$ cat src/rtl/riscv_alu_pkg.sv
// Shared constants and types for the RV32IM ALU issue decode stage.
// ALU op codes, opcode/funct7 values and the decoded payload bundle.
package riscv_alu_pkg;

    localparam logic [4:0] ALU_ADD    = 5'd0;
    localparam logic [4:0] ALU_SUB    = 5'd1;
    localparam logic [4:0] ALU_MUL    = 5'd2;
    localparam logic [4:0] ALU_MULH   = 5'd3;
    localparam logic [4:0] ALU_MULHSU = 5'd4;
    localparam logic [4:0] ALU_MULHU  = 5'd5;
    localparam logic [4:0] ALU_DIV    = 5'd6;
    localparam logic [4:0] ALU_DIVU   = 5'd7;
    localparam logic [4:0] ALU_REM    = 5'd8;
    localparam logic [4:0] ALU_REMU   = 5'd9;
    localparam logic [4:0] ALU_XOR    = 5'd10;
    localparam logic [4:0] ALU_OR     = 5'd11;
    localparam logic [4:0] ALU_AND    = 5'd12;
    localparam logic [4:0] ALU_SLL    = 5'd13;
    localparam logic [4:0] ALU_SRL    = 5'd14;
    localparam logic [4:0] ALU_SRA    = 5'd15;
    localparam logic [4:0] ALU_SLT    = 5'd16;
    localparam logic [4:0] ALU_SLTU   = 5'd17;
    localparam logic [4:0] ALU_SEQ    = 5'd18;
    localparam logic [4:0] ALU_SNE    = 5'd19;

    localparam logic [6:0] OPC_OP     = 7'b0110011;
    localparam logic [6:0] OPC_OP_IMM = 7'b0010011;
    localparam logic [6:0] OPC_LUI    = 7'b0110111;
    localparam logic [6:0] OPC_AUIPC  = 7'b0010111;
    localparam logic [6:0] OPC_LOAD   = 7'b0000011;
    localparam logic [6:0] OPC_STORE  = 7'b0100011;
    localparam logic [6:0] OPC_BRANCH = 7'b1100011;
    localparam logic [6:0] OPC_JALR   = 7'b1100111;

    localparam logic [6:0] F7_BASE    = 7'b0000000;
    localparam logic [6:0] F7_ALT     = 7'b0100000;
    localparam logic [6:0] F7_MULDIV  = 7'b0000001;

    typedef struct packed {
        logic [4:0]  ctrl;
        logic [31:0] ina;
        logic [31:0] inb;
        logic [4:0]  rd;
        logic        inv;
        logic        illegal;
    } alu_dec_t;

    // funct3 -> op for the funct7=0 register and immediate forms
    function automatic logic [4:0] base_op(input logic [2:0] f3);
        logic [4:0] op;
        case (f3)
            3'b000:  op = ALU_ADD;
            3'b001:  op = ALU_SLL;
            3'b010:  op = ALU_SLT;
            3'b011:  op = ALU_SLTU;
            3'b100:  op = ALU_XOR;
            3'b101:  op = ALU_SRL;
            3'b110:  op = ALU_OR;
            default: op = ALU_AND;
        endcase
        return op;
    endfunction

endpackage

$ cat src/rtl/riscv_alu_decode_if.sv
// Valid/ready bundle between register read, the decode stage and the ALU.
// slave is the decode stage's view; master is the driving/consuming side.
interface riscv_alu_decode_if;

    logic        in_valid;
    logic        in_ready;
    logic [31:0] in_instr;
    logic [31:0] in_pc;
    logic [31:0] in_rs1;
    logic [31:0] in_rs2;
    logic        out_valid;
    logic        out_ready;
    logic [4:0]  ALU_ctrl;
    logic [31:0] ALU_ina;
    logic [31:0] ALU_inb;
    logic [4:0]  out_rd;
    logic        out_br_invert;
    logic        out_illegal;

    modport slave (
        input  in_valid, in_instr, in_pc, in_rs1, in_rs2, out_ready,
        output in_ready, out_valid, ALU_ctrl, ALU_ina, ALU_inb,
        output out_rd, out_br_invert, out_illegal
    );

    modport master (
        output in_valid, in_instr, in_pc, in_rs1, in_rs2, out_ready,
        input  in_ready, out_valid, ALU_ctrl, ALU_ina, ALU_inb,
        input  out_rd, out_br_invert, out_illegal
    );

endinterface

$ cat src/rtl/riscv_alu_decode_comb.sv
// Pure combinational instruction -> ALU control/operand decode.
// Illegal encodings collapse to an all-zero payload with illegal set.
module riscv_alu_decode_comb
    import riscv_alu_pkg::*;
(
    input  logic [31:0] instr,
    input  logic [31:0] pc,
    input  logic [31:0] rs1,
    input  logic [31:0] rs2,
    output alu_dec_t    dec
);

    logic [6:0]  opc;
    logic [2:0]  f3;
    logic [6:0]  f7;
    logic [31:0] imm_i;
    logic [31:0] imm_s;
    logic [31:0] imm_u;
    logic [31:0] shamt;
    logic        ok;
    alu_dec_t    d;

    assign opc   = instr[6:0];
    assign f3    = instr[14:12];
    assign f7    = instr[31:25];
    assign imm_i = {{20{instr[31]}}, instr[31:20]};
    assign imm_s = {{20{instr[31]}}, instr[31:25], instr[11:7]};
    assign imm_u = {instr[31:12], 12'b0};
    assign shamt = {27'b0, instr[24:20]};

    always_comb begin
        d       = '0;
        ok      = 1'b1;
        d.rd    = instr[11:7];
        d.ina   = rs1;
        d.inb   = imm_i;
        d.ctrl  = ALU_ADD;
        case (opc)
            OPC_OP: begin
                d.inb = rs2;
                case (f7)
                    F7_BASE:   d.ctrl = base_op(f3);
                    F7_MULDIV: d.ctrl = ALU_MUL + {2'b0, f3};
                    F7_ALT: begin
                        if (f3 == 3'b000)      d.ctrl = ALU_SUB;
                        else if (f3 == 3'b101) d.ctrl = ALU_SRA;
                        else                   ok = 1'b0;
                    end
                    default: ok = 1'b0;
                endcase
            end
            OPC_OP_IMM: begin
                d.ctrl = base_op(f3);
                if (f3 == 3'b001) begin
                    d.inb = shamt;
                    ok    = (f7 == F7_BASE);
                end else if (f3 == 3'b101) begin
                    d.inb = shamt;
                    if (f7 == F7_ALT)       d.ctrl = ALU_SRA;
                    else if (f7 != F7_BASE) ok = 1'b0;
                end
            end
            OPC_LUI: begin
                d.ina = '0;
                d.inb = imm_u;
            end
            OPC_AUIPC: begin
                d.ina = pc;
                d.inb = imm_u;
            end
            OPC_LOAD, OPC_JALR: ;
            OPC_STORE: begin
                d.inb = imm_s;
                d.rd  = '0;
            end
            OPC_BRANCH: begin
                d.inb = rs2;
                d.rd  = '0;
                // BGE/BGEU reuse the less-than compare and flip the result
                case (f3)
                    3'b000: d.ctrl = ALU_SEQ;
                    3'b001: d.ctrl = ALU_SNE;
                    3'b100: d.ctrl = ALU_SLT;
                    3'b101: begin d.ctrl = ALU_SLT;  d.inv = 1'b1; end
                    3'b110: d.ctrl = ALU_SLTU;
                    3'b111: begin d.ctrl = ALU_SLTU; d.inv = 1'b1; end
                    default: ok = 1'b0;
                endcase
            end
            default: ok = 1'b0;
        endcase
        if (!ok) begin
            d         = '0;
            d.illegal = 1'b1;
        end
    end

    assign dec = d;

endmodule

$ cat src/rtl/riscv_alu_decode.sv
// Issue-side ALU decode stage: combinational decode into a registered
// output slot backed by an optional skid entry for full-rate backpressure.
module riscv_alu_decode
    import riscv_alu_pkg::*;
#(
    parameter bit SKID_EN = 1'b1
) (
    input  logic               clk,
    input  logic               reset,
    riscv_alu_decode_if.slave  bus
);

    alu_dec_t dec;
    alu_dec_t out_q, out_d;
    alu_dec_t skid_q, skid_d;
    logic     out_valid_q, out_valid_d;
    logic     skid_valid_q, skid_valid_d;
    logic     in_ready;
    logic     acc;

    riscv_alu_decode_comb u_comb (
        .instr (bus.in_instr),
        .pc    (bus.in_pc),
        .rs1   (bus.in_rs1),
        .rs2   (bus.in_rs2),
        .dec   (dec)
    );

    assign in_ready = SKID_EN ? !skid_valid_q
                              : (!out_valid_q || bus.out_ready);
    assign acc      = bus.in_valid && in_ready;

    always_comb begin
        out_d        = out_q;
        out_valid_d  = out_valid_q;
        skid_d       = skid_q;
        skid_valid_d = skid_valid_q;
        if (SKID_EN && skid_valid_q) begin
            // skid full: in_ready is low, only drain into the output slot
            if (bus.out_ready) begin
                out_d        = skid_q;
                skid_valid_d = 1'b0;
            end
        end else if (acc) begin
            if (!out_valid_q || bus.out_ready) begin
                out_d       = dec;
                out_valid_d = 1'b1;
            end else if (SKID_EN) begin
                skid_d       = dec;
                skid_valid_d = 1'b1;
            end
        end else if (out_valid_q && bus.out_ready) begin
            out_valid_d = 1'b0;
        end
    end

    always_ff @(posedge clk or posedge reset) begin
        if (reset) begin
            out_q        <= '0;
            out_valid_q  <= 1'b0;
            skid_q       <= '0;
            skid_valid_q <= 1'b0;
        end else begin
            out_q        <= out_d;
            out_valid_q  <= out_valid_d;
            skid_q       <= skid_d;
            skid_valid_q <= skid_valid_d;
        end
    end

    assign bus.in_ready      = in_ready;
    assign bus.out_valid     = out_valid_q;
    assign bus.ALU_ctrl      = out_q.ctrl;
    assign bus.ALU_ina       = out_q.ina;
    assign bus.ALU_inb       = out_q.inb;
    assign bus.out_rd        = out_q.rd;
    assign bus.out_br_invert = out_q.inv;
    assign bus.out_illegal   = out_q.illegal;

endmodule

$ cat src/flat_wrapper.sv
// flat-port wrapper written by rule: the top's interface ports become plain ports
module riscv_alu_decode_flat import riscv_alu_pkg::*;
#(
    parameter bit SKID_EN = 1'b1
)
  (clk, reset, bus_in_valid, bus_in_instr, bus_in_pc, bus_in_rs1, bus_in_rs2, bus_out_ready, bus_in_ready, bus_out_valid, bus_ALU_ctrl, bus_ALU_ina, bus_ALU_inb, bus_out_rd, bus_out_br_invert, bus_out_illegal);
  riscv_alu_decode_if bus_i ();
  input  logic clk;
  input  logic reset;
  input wire logic [$bits(bus_i.in_valid)-1:0] bus_in_valid;
  input wire logic [$bits(bus_i.in_instr)-1:0] bus_in_instr;
  input wire logic [$bits(bus_i.in_pc)-1:0] bus_in_pc;
  input wire logic [$bits(bus_i.in_rs1)-1:0] bus_in_rs1;
  input wire logic [$bits(bus_i.in_rs2)-1:0] bus_in_rs2;
  input wire logic [$bits(bus_i.out_ready)-1:0] bus_out_ready;
  output wire logic [$bits(bus_i.in_ready)-1:0] bus_in_ready;
  output wire logic [$bits(bus_i.out_valid)-1:0] bus_out_valid;
  output wire logic [$bits(bus_i.ALU_ctrl)-1:0] bus_ALU_ctrl;
  output wire logic [$bits(bus_i.ALU_ina)-1:0] bus_ALU_ina;
  output wire logic [$bits(bus_i.ALU_inb)-1:0] bus_ALU_inb;
  output wire logic [$bits(bus_i.out_rd)-1:0] bus_out_rd;
  output wire logic [$bits(bus_i.out_br_invert)-1:0] bus_out_br_invert;
  output wire logic [$bits(bus_i.out_illegal)-1:0] bus_out_illegal;
  assign bus_i.in_valid = bus_in_valid;
  assign bus_i.in_instr = bus_in_instr;
  assign bus_i.in_pc = bus_in_pc;
  assign bus_i.in_rs1 = bus_in_rs1;
  assign bus_i.in_rs2 = bus_in_rs2;
  assign bus_i.out_ready = bus_out_ready;
  assign bus_in_ready = bus_i.in_ready;
  assign bus_out_valid = bus_i.out_valid;
  assign bus_ALU_ctrl = bus_i.ALU_ctrl;
  assign bus_ALU_ina = bus_i.ALU_ina;
  assign bus_ALU_inb = bus_i.ALU_inb;
  assign bus_out_rd = bus_i.out_rd;
  assign bus_out_br_invert = bus_i.out_br_invert;
  assign bus_out_illegal = bus_i.out_illegal;
  riscv_alu_decode #(.SKID_EN(SKID_EN)) u_core (.clk(clk), .reset(reset), .bus(bus_i));
endmodule
$ cat config.mk
export PLATFORM = sky130hd
export DESIGN_NAME = riscv_alu_decode_flat
export DESIGN_NICKNAME = d
export VERILOG_FILES = /design/src/rtl/riscv_alu_pkg.sv /design/src/rtl/riscv_alu_decode_if.sv /design/src/rtl/riscv_alu_decode_comb.sv /design/src/rtl/riscv_alu_decode.sv /design/src/flat_wrapper.sv
export SDC_FILE = /design/constraint.sdc
export NUM_CORES = 1
export LEC_CHECK = 0
export BUFFER_PORTS_ARGS = -buffer_cell sky130_fd_sc_hd__buf_4
export CAP_MARGIN = 15
export CORE_AREA = 2 2 190 192
export CTS_CLUSTER_DIAMETER = 30
export DETAILED_ROUTE_END_ITERATION = 10
export DIE_AREA = 0 0 192 194
export GPL_ROUTABILITY_DRIVEN = 0
export GPL_TIMING_DRIVEN = 0
export PLACE_DENSITY = 0.4
export SLEW_MARGIN = 20
export SYNTH_ARGS = -nofsm -noshare
export SYNTH_HDL_FRONTEND = slang
export SYNTH_HIERARCHICAL = 1
export SYNTH_SLANG_ARGS = --single-unit
$ cat constraint.sdc
create_clock -name clk -period 7.3 [get_ports clk]
set_input_delay 0.365 -clock clk [delete_from_list [all_inputs] [get_ports clk]]
set_output_delay 0.365 -clock clk [all_outputs]
set_load 0.02 [all_outputs]
==> flow_summary.toml, run 1 <==
[synthesis]
synthTopCellsByArea = "dfrtp_1 (44%), mux2_2 (21%), mux2_4 (12%), and3_1 (2.4%), nor2_1 (2.4%)"
synth_nets = 840
synth-edff-count = 0
synthArstFlopShare_pct = 100
ys_warn_count = 6
syn_inst = 707
syn_avg_cell_area_sq_um = 12.3
synth_area_leader_cell = "dfrtp_1"
synth_top_area_share_pct = 44.2
yosys_register_bits = 154
yosys_most_used_dff = "dfrtp_1"
yosysSeqAreaShare_pct = 44.2
synth.cell_area_sq_mm = 0.00872
synth.distinct_cells = 49

[power_and_ir_drop]
power.density_mw_per_mm2 = 192
vdd_drop_max_mv = 0.166
p_leak_uw = 0.00566

[finish]
diodes = 0
multi_input_area_sq_mm = 0.00442
drive_above_1_share_pct = 56.1
finalNetCount = 1069
instances_no_fill = 1410
fillers = 3642
register_area_sq_mm = 0.00385
area_delta_synth_final_pct = 31.6

[die]
start_util_pct = 24.7
die_h_microns = 194
num_io_pins = 210
dieArea_sq_mm = 0.0372
die_w_microns = 192
core_sq_mm = 0.0352
row_count = 69

[sta]
finalClockSkew_ns = 0.00973
setup_viol_count_final = 0
relSlewSlack_pct = 54.5
rsz0062_at_grt = "no"
final_max_slew_viol_count = 0
hold_viol_final = 0
fmax_mhz = 409
tns_ns = 0
worstMarginPinSlew_ns = 0.683
final.period_utilization_pct = 33.5
period_minus_slack_ns = 2.44

[flow_run]
max-cap-violations = 0

[cts]
clockRootBuffer = "clkbuf_16"
cts_buffers = 17
ctsLongestPathBuffers = 2
cts_tree = "done"
clock_sinks = 154
insertion_delay_ns = 0.44
cts-htree-levels = 4
postCtsSetupBuffers = 0
clk_pin_slew_worst_paths_ns = 0.07

[routing]
drtAntennaViolNets = 0
wl_microns = 27500
drt_iter0_drc = 298
route.detailed.drc = 0
vias_per_cell = 4.51
dr_total_vias = 6357
dr.pass1.iters = 5
wl_per_cell_microns = 19.5

[global_route]
antenna_found_initial = 3
grt_pass1_vias = 6526
grt_max_degree = 89
grt_overflow = 0
grt_first_pass_wirelength_microns = 41200
grt_usage_pct = 14.8

[critical_path]
cp_data_required_time_ns = 7.69
worst-endpoint-arrival_ns = 2.83
worst_setup_path_end_kind = "flip-flop"
crit_type = "input pin to flip-flop"
start_kind = "input pin"
cp_max_fo = 10

[status]
outcome = "finished, final reports clean"

[min_path]
hold_class = "input pin to flip-flop"

[place]
portBuffers = 208
dp_cells = 1377
dp_hpwl_microns = 20000
[logic make-up after synthesis]
kind of cell | Yosys count | share of synthesized area (%)
adders and majority gates | 2 | 0.258
and+or+nand+nor | 161 | 10.5
buffers and inverters | 66 | 5.04
muxes | 230 | 32.7
AOI/OAI and AO/OA | 94 | 7.31
DFF | 154 | 44.2
[registers in the layout, indices dropped and copies added, names as in the netlist]
name and cells:
u_core/bus.out_br_invert 1, u_core/bus.ALU_ina 32, u_core/bus.ALU_inb 32, u_core/skid_valid_q 1, u_core/skid_q 76, u_core/bus.out_valid 1, u_core/bus.out_illegal 1, u_core/bus.ALU_ctrl 5
u_core/bus.out_rd 5
[cells in the mapped netlist, drive strengths merged, types with 7 or more instances]
library cell and n:
buf 30, a21oi 42, nand2 12, inv 7, mux2 229, dfrtp 154
nor2 81, nor3 9, clkbuf 29, and3 33, a22oi 7, a221oi 19
[what timing repair did]
action / 4_1_cts / 5_1_grt
hold buffers: 1 / 0
endpoints found under the hold margin: 28 / 0
gates resized for setup: 0 / 0
[placed cells by master (no fill, tap or decap), types with 6 or more instances in the layout]
cell type / n
mux2_2: 160
clkbuf_1: 30
mux2_4: 69
dfrtp_1: 154
nand2_1: 12
buf_4: 214
a21oi_1: 41
a22oi_1: 7
nor2_1: 55
nor2_4: 9
nor3_1: 8
clkbuf_16: 17
and3_1: 33
o21ai_0: 6
a221oi_1: 19
buf_6: 15
nor2_2: 17
[final timing paths]
| kind | start | to | slack [ns] | depth (start not counted) |
|---|---|---|---|---|
| max | bus_in_instr[3] | u_core/bus.ALU_inb[31] | 4.86 | 9 |
| min | bus_in_valid | u_core/bus.out_valid | 0.19 | 3 |
| max reg2reg | u_core/skid_valid_q | u_core/bus.ALU_inb[10] | 5.40 | 4 |
| min reg2reg | u_core/skid_q[22] | u_core/skid_q[22] | 0.50 | 1 |
| max in group asynchronous | reset | u_core/bus.out_rd[1] | 5.92 | 4 |
| min in group asynchronous | reset | u_core/bus.ALU_ina[7] | 0.52 | 3 |
[layout make-up]
type | instances | area share [%]
Sequential cell | 154 | 33.6
Tap cell | 461 | 5.03
Multi-Input combinational cell | 487 | 38.6
Buffer | 59 | 3.60
Inverter | 7 | 0.295
Timing Repair Buffer | 210 | 13.9
Clock inverter | 12 | 1.00
Clock buffer | 20 | 3.98
[power breakdown]
group | leakage (uW) | total (uW) | switching, uW | internal, uW
clock | 0.000273 | 878 | 387 | 490
sequential | 0.00213 | 907 | 18.6 | 888
combinational | 0.00326 | 418 | 215 | 203
total | 0.00566 | 2200 | 621 | 1580
[metrics by stage]
stage | utilization, % | hold slack, ns | total power [uW] | worst slack (ns) | cell area (sq um)
final | 32.6 | 0.190 | 2200 | 4.86 | 11500
after global routing | 32.6 | 0.201 | 2320 | 4.71 | 11500
after CTS | 32.6 | 0.164 | 2260 | 4.85 | 11500
after detailed placement | 30.9 | 0.467 | 1350 | 4.37 | 10900
after global placement | 30.8 | 0.484 | 1350 | 0.0823 | 10900
after floorplan | - | 0.475 | 1180 | 2.79 | 8720
[metal layers]
metal  vias to the layer above  part of all wire, %  global-route usage, %
met1                      3128                   47                   20.9
met4                         4                  1.3                   4.21
li1                       3033                    -                      -
met2                       169                   45                   21.9
met5                         -                0.084                      0
met3                        23                  6.8                   4.31
[critical path, cell delays in order]
cell	delay, ns
buf_4	0.11
and3b_1	0.37
and3_1	0.20
clkbuf_1	0.49
clkbuf_1	0.46
o21ai_0	0.16
a21oi_1	0.32
mux2_2	0.23
mux2_2	0.14
Note: power is estimated with default switching activity, not from simulation.
==> run 2: changes to the inputs <==
Clock period 7.3 ns to 2.5 ns, I/O delays scaled along.
==> flow_summary.toml, run 2 (same netlist as run 1, synthesis figures left out) <==
[power_and_ir_drop]
vdd_drop_max_mv = 0.453
power.total_uw = 6590
p_int_uw = 4780
p_comb_share_pct = 18.8
p_switching_uw = 1820
switching_share_pct = 27.5
p_leak_uw = 0.00571
power_frac_seq_pct = 40.2
power.density_mw_per_mm2 = 569
pwr-share-clk_pct = 41.0

[cts]
cts_tree = "done"
insertion_delay_ns = 0.44
clock_sinks = 154
postCtsSetupBuffers = 0
clockRootBuffer = "clkbuf_16"
cts_buffers = 17
ctsLongestPathBuffers = 2
cts_resized = 0
cts-htree-levels = 4
postCtsHoldBufs = 3
clk_pin_slew_worst_paths_ns = 0.07

[routing]
dr.pass1.iters = 7
drtAntennaViolNets = 0
wl_microns = 27300
dr_total_vias = 6388
drt_iter0_drc = 278
vias_per_cell = 4.51
route.detailed.drc = 0
wl_per_cell_microns = 19.3

[critical_path]
worst-endpoint-arrival_ns = 2.65
cp_data_required_time_ns = 2.89
crit_type = "input pin to flip-flop"
worst_setup_path_end_kind = "flip-flop"
cp_max_fo = 10
start_kind = "input pin"

[place]
dp_hpwl_microns = 20200
dp_cells = 1381
portBuffers = 208
dpl-instance-area_sq_mm = 0.0110

[finish]
drive_above_1_share_pct = 56.0
instances_no_fill = 1416
layout_commonest_cell = "buf_4"
finalNetCount = 1075
diodes = 0
layout_common_cells = "buf_4 (214), mux2_2 (160), dfrtp_1 (154), mux2_4 (69), nor2_1 (55)"
area_delta_synth_final_pct = 33.1
fin_area_sq_mm = 0.0116
top_register = "u_core/skid_q"
final_core_util_pct = 32.9
largest_reg_flops = 76

[global_route]
grt_overflow = 0
grt_pass1_vias = 6650
antenna_found_initial = 0
grt_busiest_layer = "met2"
grt_first_pass_wirelength_microns = 41100
grt_util_met2_pct = 22.6
met1_usage_pct = 20.5
grtUsageMet3_pct = 4.36
grt_max_degree = 31
grt_usage_pct = 14.8

[flow_run]
max-cap-violations = 0

[die]
row_count = 69
die_w_microns = 192
core_sq_mm = 0.0352
dieArea_sq_mm = 0.0372
die_h_microns = 194
start_util_pct = 24.7
num_io_pins = 210

[sta]
finalClockSkew_ns = 0.0133
fmax_mhz = 443
hold_viol_final = 0
setup_viol_count_final = 0
relSlewSlack_pct = 51.6
worstMarginPinSlew_ns = 0.725
tns_ns = 0
final.period_utilization_pct = 90.3
final_max_slew_viol_count = 0
rsz0062_at_grt = "no"
period_minus_slack_ns = 2.26

[status]
outcome = "finished, final reports clean"

[min_path]
hold_class = "input pin to flip-flop"
[run 2: cell count changes in the layout (fill, tap and decap cells not counted), sizes merged]
cell	previous run	this run
buf	239	243
dlygate4sd3	1	3
clkbuf	49	48
clkinvlp	3	5
clkinv	5	4
bufinv	1	3
inv	10	8
[run 2: worst max-delay path: stages]
cell and delay [ns]:
buf_4 0.11, and3b_1 0.39, and3_1 0.20, clkbuf_1 0.50, clkbuf_1 0.45, o21ai_0 0.16, a21oi_1 0.34, mux2_2 0.22
mux2_2 0.14
[run 2: power by group through the flow]
stage / registers (uW) / clock network [uW] / logic [uW]
6_report: 2650 / 2710 / 1240
5_1_grt: 2660 / 2940 / 1340
4_1_cts: 2650 / 2830 / 1270
3_5_place_dp: 2690 / 0 / 1260
3_3_place_gp: 2690 / 0 / 1240
2_1_floorplan: 2750 / 0 / 689
[run 2: path summary, 6_finish.rpt]
check | startpoint | end | slack [ns] | cells after the start
worst max register to register | u_core/skid_valid_q | u_core/bus.ALU_inb[10] | 0.60 | 4
worst max-delay path | bus_in_instr[3] | u_core/bus.ALU_inb[31] | 0.24 | 9
min in group asynchronous | reset | u_core/bus.ALU_ina[3] | 0.37 | 3
max in group asynchronous | reset | u_core/bus.ALU_ctrl[2] | 1.09 | 6
worst min register to register | u_core/skid_q[35] | u_core/skid_q[35] | 0.50 | 1
worst min-delay path | bus_in_rs1[27] | u_core/skid_q[66] | 0.09 | 4
[run 2: per-layer routing]
metal  vias up  share of wire (%)
met3        20                6.6
met5         -                  0
met1      3146                 46
met4         0                1.1
met2       179                 46
li1       3043                  -
[run 2: area by class of cell]
type / count / area [sq um]
Inverter: 7 / 30.0
Multi-Input combinational cell: 487 / 4420
Buffer: 59 / 413
Timing Repair Buffer: 216 / 1700
Tap cell: 461 / 577
Clock inverter: 13 / 169
Sequential cell: 154 / 3850
Clock buffer: 19 / 433
Fill cell: 3617 / 23600
[run 2: per-stage QoR]
stage                     setup WS, ns  hold slack [ns]
after floorplan                  0.327            0.255
after global placement          -0.954            0.399
after detailed placement        -0.205            0.288
after CTS                        0.267           0.0638
after global routing             0.119           0.0838
final                            0.242           0.0900
==> run 3: changes to the inputs <==
Settings changed: CORE_AREA 2 2 190 192 to 2 2 245 150, DIE_AREA 0 0 192 194 to 0 0 247 152.
==> flow_summary.toml, run 3 (same netlist as run 1, synthesis figures left out) <==
[cts]
clock_sinks = 154
ctsLongestPathBuffers = 2
clockRootBuffer = "clkbuf_16"
postCtsSetupBuffers = 0
cts_tree = "done"
clk_pin_slew_worst_paths_ns = 0.06
cts-htree-levels = 4
cts_buffers = 17
insertion_delay_ns = 0.43

[critical_path]
startpoint = "bus_in_instr[3]"
crit_path_cell_trace = "buf_4, and3b_1, nand2b_1, a21oi_1, clkbuf_1, a222oi_1, nor2_4, mux2_2, mux2_4"
r2r_end = "u_core/bus.ALU_inb[1]"
slowest_stage = "clkbuf_1"
worst-endpoint-arrival_ns = 2.71
worst_setup_path_end_kind = "flip-flop"
cp_data_required_time_ns = 2.88
worst-r2r-cell-count = 4
start_kind = "input pin"
cp_max_fo = 10
cp_slowest_stage_delay_ns = 0.56
cp-endpoint = "u_core/bus.ALU_inb[3]"
timing.rr.start = "u_core/skid_valid_q"
crit_type = "input pin to flip-flop"
r2r_slack_ns = 0.63

[sta]
fmax_mhz = 429
period_minus_slack_ns = 2.33
setup_viol_count_final = 0
worstMarginPinSlew_ns = 0.688
fin_hold_ws_ns = 0.0422
relSlewSlack_pct = 54.1
final_max_slew_viol_count = 0
hold_viol_final = 0
final.period_utilization_pct = 93.3
setup_slack_ns = 0.168
rsz0062_at_grt = "no"
tns_ns = 0
finalClockSkew_ns = 0.00837

[place]
portBuffers = 208
dp_hpwl_microns = 21900
dp_worst_setup_slack_ns = -0.209

[finish]
final_core_util_pct = 32.6
top_register = "u_core/skid_q"
largest_reg_flops = 76
finalNetCount = 1075
layout_commonest_cell = "buf_4"
register_area_sq_mm = 0.00385
drive_above_1_share_pct = 56.1
multi_input_area_sq_mm = 0.00442
fillers = 3677
area_delta_synth_final_pct = 33.1
layout_common_cells = "buf_4 (214), mux2_2 (160), dfrtp_1 (154), mux2_4 (69), nor2_1 (55)"

[routing]
dr_total_vias = 6429
drt_iter0_drc = 279
wl_microns = 29100
drtAntennaViolNets = 0
wl_per_cell_microns = 20.3
vias_per_cell = 4.50
route.detailed.drc = 0
dr.pass1.iters = 5

[die]
core_sq_mm = 0.0356
die_h_microns = 152
die_w_microns = 247
start_util_pct = 24.5
dieArea_sq_mm = 0.0375
row_count = 54
num_io_pins = 210

[global_route]
grt_usage_pct = 15.7
antenna_found_initial = 2
grt_max_degree = 29
grt_pass1_vias = 6708
grt_overflow = 0
grt_first_pass_wirelength_microns = 43500

[power_and_ir_drop]
power.density_mw_per_mm2 = 564
vdd_drop_max_mv = 0.461
p_leak_uw = 0.00571

[min_path]
hold_class = "input pin to flip-flop"

[status]
outcome = "finished, final reports clean"

[flow_run]
max-cap-violations = 0
run 3: cell types whose count changed in the layout (fill, tap and decap cells not counted), sizes merged:
cell / before / now
clkbuf: 48 / 51
bufinv: 3 / 2
dlygate4sd3: 3 / 2
diode: 0 / 1
clkinvlp: 5 / 4
inv: 8 / 6
clkinv: 4 / 2
buf: 243 / 244
run 3: how the worst min path moves through the flow:
stage / startpoint / to / slack (ns) / depth (start not counted)
2_1_floorplan: bus_in_valid / u_core/bus.out_valid / 0.26 / 2
5_1_grt: bus_out_ready / u_core/skid_valid_q / 0.05 / 3
4_1_cts: bus_out_ready / u_core/skid_valid_q / 0.004 / 3
6_report: bus_out_ready / u_core/skid_valid_q / 0.04 / 3
3_3_place_gp: bus_in_valid / u_core/bus.out_valid / 0.41 / 3
3_5_place_dp: reset / u_core/bus.ALU_ina[0] / 0.19 / 2
run 3: final cells by class:
class                      count  area share [%]
multi-input combinational    487            38.1
sequential                   154            33.2
timing repair buffer         216            14.7
tap                          476            5.13
clock buffer                  22            4.17
buffer                        59            3.56
clock inverter                 7           0.798
inverter                       7           0.259
antenna                        1          0.0216
run 3: through the flow:
step	cells	power, uW	area [sq um]
floorplan	707	3440	8720
global placement	1391	3950	10900
detailed placement	1397	3980	11000
CTS	1428	6680	11600
global route	1429	6860	11600
finish	1429	6540	11600
run 3: critical path: cells and delay by family:
kind                   cells  cell delay (ns)
buffers and inverters      2             0.67
AO/OA/AOI/OAI              2             0.83
multiplexers               2             0.29
AND/OR/NAND/NOR            3             0.78
run 3: where the power goes:
part	leakage (uW)	internal, uW	total, uW	switching, uW
sequential	0.00213	2590	2650	56.5
clock	0.000276	1560	2630	1070
combinational	0.00331	608	1260	652
total	0.00571	4760	6540	1780
run 3: metal layers:
metal  vias to the layer above  GRT usage, %  routed length [microns]
li1                       3042             -                        -
met1                      3234          23.0                    14800
met2                       128          23.0                    12700
met3                        25          3.30                     1120
met4                         0          4.65                      522
met5                         -             0                        0
run 3: timing repair:
action,CTS,global route
hold buffers,2,0
endpoints found under the hold margin,18,0
resized for setup,0,0
